--- src/rtl/ifetch_queue.sv ---
// Instruction fetch queue: issues sequential word fetches to IMEM under credit
// control, buffers returned words in order, and flushes/redirects on branch.
module ifetch_queue #(
   parameter int unsigned DEPTH      = 4,
   parameter logic [31:0] INITIAL_IA = 32'h0000_0000
) (
   input  logic        clk,
   input  logic        rst,
   input  logic        redirect_valid,
   input  logic [31:0] redirect_ia,
   output logic        req_valid,
   output logic [31:0] req_addr,
   input  logic        req_ready,
   input  logic        resp_valid,
   input  logic [31:0] resp_data,
   output logic        ir_valid,
   output logic [31:0] ir,
   output logic [31:0] ia_plus_4,
   input  logic        ir_ready,
   output logic        err
);

   localparam int unsigned AW = (DEPTH > 1) ? $clog2(DEPTH) : 1;
   localparam int unsigned CW = AW + 1;
   localparam logic [CW:0] DEPTH_EXT = (CW + 1)'(DEPTH);

   logic [31:0]   fetch_ia;
   logic [AW-1:0] head;
   logic [AW-1:0] tail;
   logic [AW-1:0] rq_wr;
   logic [AW-1:0] rq_rd;
   logic [CW-1:0] occupancy;
   logic [CW-1:0] outstanding;
   logic [CW-1:0] discard;

   logic [31:0] q_ir    [DEPTH];
   logic [31:0] q_iap4  [DEPTH];
   logic [31:0] rq_addr [DEPTH];

   logic        accept;
   logic        resp_ok;
   logic        spurious;
   logic        push;
   logic        pop;
   logic [CW:0] used;
   logic        unused_ia_lsbs;

   assign unused_ia_lsbs = ^redirect_ia[1:0];

   // Credit check, handshake decode and head presentation
   always_comb begin
      used      = {1'b0, occupancy} + {1'b0, outstanding};
      req_valid = (used < DEPTH_EXT) && !redirect_valid && !rst;
      req_addr  = fetch_ia;
      accept    = req_valid && req_ready;
      resp_ok   = resp_valid && (outstanding != '0);
      spurious  = resp_valid && (outstanding == '0);
      push      = resp_ok && (discard == '0) && !redirect_valid;
      ir_valid  = (occupancy != '0);
      pop       = ir_valid && ir_ready && !redirect_valid;
      ir        = ir_valid ? q_ir[head]   : '0;
      ia_plus_4 = ir_valid ? q_iap4[head] : '0;
   end

   // Control state; redirect flushes the queue but keeps in-flight requests tracked
   always_ff @(posedge clk or posedge rst) begin
      if (rst) begin
         fetch_ia    <= INITIAL_IA;
         head        <= '0;
         tail        <= '0;
         rq_wr       <= '0;
         rq_rd       <= '0;
         occupancy   <= '0;
         outstanding <= '0;
         discard     <= '0;
         err         <= 1'b0;
      end else begin
         if (spurious) err <= 1'b1;

         case ({accept, resp_ok})
            2'b10:   outstanding <= outstanding + CW'(1);
            2'b01:   outstanding <= outstanding - CW'(1);
            default: outstanding <= outstanding;
         endcase

         if (accept)  rq_wr <= rq_wr + AW'(1);
         if (resp_ok) rq_rd <= rq_rd + AW'(1);

         if (redirect_valid) begin
            fetch_ia  <= {redirect_ia[31:2], 2'b00};
            head      <= '0;
            tail      <= '0;
            occupancy <= '0;
            discard   <= outstanding - CW'(resp_ok);
         end else begin
            if (accept) fetch_ia <= fetch_ia + 32'd4;
            if (resp_ok && (discard != '0)) discard <= discard - CW'(1);
            if (push) tail <= tail + AW'(1);
            if (pop)  head <= head + AW'(1);
            case ({push, pop})
               2'b10:   occupancy <= occupancy + CW'(1);
               2'b01:   occupancy <= occupancy - CW'(1);
               default: occupancy <= occupancy;
            endcase
         end
      end
   end

   // Storage arrays; writes only happen with reset released
   always_ff @(posedge clk) begin
      if (push) begin
         q_ir[tail]   <= resp_data;
         q_iap4[tail] <= rq_addr[rq_rd] + 32'd4;
      end
      if (accept) rq_addr[rq_wr] <= fetch_ia;
   end

endmodule

--- config.mk ---
export PLATFORM = sky130hd
export DESIGN_NAME = ifetch_queue
export DESIGN_NICKNAME = d
export VERILOG_FILES = /design/src/rtl/ifetch_queue.sv
export SDC_FILE = /design/constraint.sdc
export NUM_CORES = 1
export LEC_CHECK = 0
export BUFFER_PORTS_ARGS = -buffer_cell sky130_fd_sc_hd__buf_2
export CAP_MARGIN = 25
export CELL_PAD_IN_SITES_DETAIL_PLACEMENT = 0
export CELL_PAD_IN_SITES_GLOBAL_PLACEMENT = 1
export CORE_MARGIN = 3
export CORE_UTILIZATION = 45
export CTS_BUF_LIST = sky130_fd_sc_hd__clkbuf_8
export CTS_CLUSTER_DIAMETER = 60
export DETAILED_ROUTE_END_ITERATION = 8
export GPL_TIMING_DRIVEN = 1
export HOLD_SLACK_MARGIN = 0.05
export PLACE_DENSITY_LB_ADDON = 0.1
export SYNTH_ARGS = -nofsm -noshare
export SYNTH_HDL_FRONTEND = slang
export SYNTH_SLANG_ARGS = --single-unit
--- constraint.sdc ---
create_clock -name clk -period 5.01 [get_ports clk]
set_input_delay 0.501 -clock clk [delete_from_list [all_inputs] [get_ports clk]]
set_output_delay 0.501 -clock clk [all_outputs]
set_load 0.05 [all_outputs]
==> metrics.md <==
| Metric | Value |
|---|---|
| Critical path peak fanout | 35 |
| RSZ-0062 raised after global routing | false |
| Layout cell share with drive strength beyond 1 | 31.71% |
| DRC | 0 |
| Slew @ Worst Pin | 950.1 ps |
| GRT overflow | 0 |
| Worst Setup End Kind | output pin |
| # Post-CTS Setup Buffers | 0 |
| Max Fclk | 300.9 MHz |
| Number of I/O pins | 169 |
| Router iterations before antenna repair | 5 |
| Worst-skew pair later-pin latency | roughly 590 ps |
| Warnings from Yosys | 0 |
| GRT Resource Usage Total | 17.25% |
| Sequential share of the synthesized area | 71.03% |
| Max_cap viols | 0 |
| WS Path Type | reg -> out |
| Simple-gate share of the synthesized area | 8.226% |
| R2r endpoint | q_iap4[2][26] |
| Setup TNS | 0 ps |
| Post-route met1 wirelength | 15.35 mm |
| First-pass GRT wire length | 54.84 mm |
| Critical Path AT | 2820 ps |
| Final layout net count | between 1k and 1.5k |
| Clk buf depth | 3 |
| CP required | 4510 ps |
| Number of global-route vias before repair | 9751 |
| Commonest non-fill, non-tap cells in the layout | edfxtp_1, buf_2, mux4_2 |
| Cell Area, Synth | 17250 sq um |
| Via/cell ratio | 5.209 |
| CP endpoint | ia_plus_4[6] |
| Die Wd | 201.8 um |
| Area share of xor/xnor cells in the synthesized design | roughly 2.4% |
| Area Overhead vs Synth | 15.78% |
| Met2 routed WL | 16.64 mm |
| Final Skew | 22.17 ps |
| Worst flop-to-flop path startpoint | rq_rd[0] |
| Max VDD drop | 0.0002298 V |
| Largest family of logic cells by synthesized area | multiplexers |
| Setup violators final | 0 |
| CP startpoint | head[0] |
| Synth unique cells | 57 |
| Mux contribution to synthesized area | 12.24% |
| Met3 WL | 1.630 mm |
| Leakage | 0.007133 uW |
| Final WL | 34.25 mm |
| Row cnt | 71 |
| Finished Layout Cells | between 1.5k and 2k |
| Layout filler cell count | 3077 |
| Main flop type after synthesis | edfxtp_1 |
| Final ANT Viol Nets | 0 |
| Die Area | 40720 sq um |
| R2r worst-path depth | 6 |
| Most common cell after layout, fill and taps aside | edfxtp_1 |
| Post-synth EDFFs | roughly 370 |
| Placed cells | 1615 |
| Asr flop ratio synth | 11.54% |
| Max layer used | met4 |
| H-tree levels | 3 |
| Syn Inst Count | 971 |
| Period utilization | 66.34% |
| Number of port buffers | 162 |
| Fin area | 19970 sq um |
| Starting Density | 45.69% |
| CTS tree | done |
| Fin. max-slew vios | 0 |
| Crit path launch type | flip-flop |
| Worst slew margin | 36.66% |
| Starting DRT DRC Count | 420 |
| GP Congestion | 0.7770 |
| Via count | ~9.1k |
| CTS Buf Count | 71 |
| Compound-Gate Fraction of Synth Area | 2.524% |
| Min Clock Period, post-route | about 3300 ps |
| Final HPWL DP | approximately 21 mm |
| Avg Cell Area, Syn | 17.76 sq um |
| Antenna cells | 0 |
| Worst hold path type | in -> async |
| CTS resizes | 0 |
| # hold bufs at CTS | 0 |
| Pwr dens | between 500 and 600 nW/um^2 |
| FF-to-FF setup slack | 2050 ps |
| Adder-Cell Fraction of Synth Area | 1.465% |
| Largest net degree at the start of global routing | 65 |
| Avg WL per Cell | about 20 um |
| Status | completed |
| Core Region | 37760 sq um |
| Area post-placement | 18620 sq um |
| CTS Sinks | 416 |
| Register bit total from synthesis | 416 |
| Initial antenna violation count | 0 |
| Chip height | 201.8 um |
| Final Hold Fails | 0 |
| Clock transition at path regs | 60 ps |
| Root Buffer | clkbuf_8 |
[metrics by stage]
step / total power (uW) / hold slack (ps) / setup slack [ps] / util, %
6_report: 10840 / 103.0 / 1686 / 52.89
4_1_cts: 11030 / 67.04 / 1551 / 52.89
5_1_grt: 11460 / 85.53 / 1479 / 52.89
2_1_floorplan: 7243 / 505.0 / 1853 / -
3_5_place_dp: 8122 / 455.3 / 1889 / 49.32
3_3_place_gp: 8092 / 452.7 / 1911 / 49.32
[cells by family after synthesis]
| group | count (synthesis) |
|---|---|
| other | 1 |
| multiplexers | 96 |
| flip-flops | 416 |
| AO/OA/AOI/OAI | 66 |
| AND/OR/NAND/NOR | 251 |
| buffers and inverters | 74 |
| adder cells (fa/ha/maj) | 19 |
| XOR/XNOR | 48 |
[synthesized netlist by cell type (5+ instances only)]
cell      instances  area share (%)
a21oi_1           9            0.26
and2_1           72             2.6
and3_1           14            0.51
buf_2            12            0.35
buf_4             5            0.22
clkbuf_1         26            0.57
dfrtp_1          48             7.0
edfxtp_1        368              64
ha_1             17             1.2
inv_1            25            0.54
mux4_2           92              12
nand2_1          50             1.1
nand3_1          27            0.78
nand4_1          16            0.58
nor2_1           26            0.57
nor3_1           16            0.46
o211ai_1          8            0.35
o21ai_0          22            0.64
o311ai_0          7            0.36
xnor2_1          17            0.86
xor2_1           31             1.6
[flip-flops by register name, indices dropped and copies added (netlist names)]
signal and flops:
discard 3, err 1, head 2, occupancy 3, outstanding 3, q_iap4 120, q_ir 128, req_addr 30
rq_addr 120, rq_rd 2, rq_wr 2, tail 2
[where the power goes]
group,switching [uW],leakage (uW),internal [uW]
clock,1300,0.000770,1570
sequential,306,0.00390,4190
combinational,2320,0.00246,1140
total,3930,0.00713,6910
[critical path, cell delays in order (launching register included)]
cell     delay, ps
dfrtp_4        880
buf_12         340
mux4_2         550
and2_1         200
buf_2          210
[cell type report]
| class | count | area (sq um) | share of cell area [%] |
|---|---|---|---|
| Sequential cell | 416 | 12260 | 61.38 |
| Multi-Input combinational cell | 484 | 4666 | 23.36 |
| Timing Repair Buffer | 179 | 963.4 | 4.824 |
| Clock inverter | 49 | 290.3 | 1.454 |
| Inverter | 25 | 93.84 | 0.4699 |
| Tap cell | 511 | 639.4 | 3.202 |
| Clock buffer | 77 | 1060 | 5.307 |
[routing by layer]
layer | track usage (%) | vias up
met5 | 0 | -
met4 | 5.432 | 0
met3 | 3.656 | 48
met2 | 27.94 | 220
met1 | 23.76 | 4568
li1 | - | 4233
[worst min path at each step]
| stage | startpoint | endpoint | cells after the start |
|---|---|---|---|
| after detailed placement | err | err | 1 |
| after floorplan | discard[1] | discard[1] | 2 |
| after global routing | resp_data[29] | q_ir[0][29] | 1 |
| after CTS | redirect_ia[7] | req_addr[7] | 3 |
| final | rst | err | 3 |
| after global placement | err | err | 1 |
Note: power is estimated with default switching activity, not from simulation.
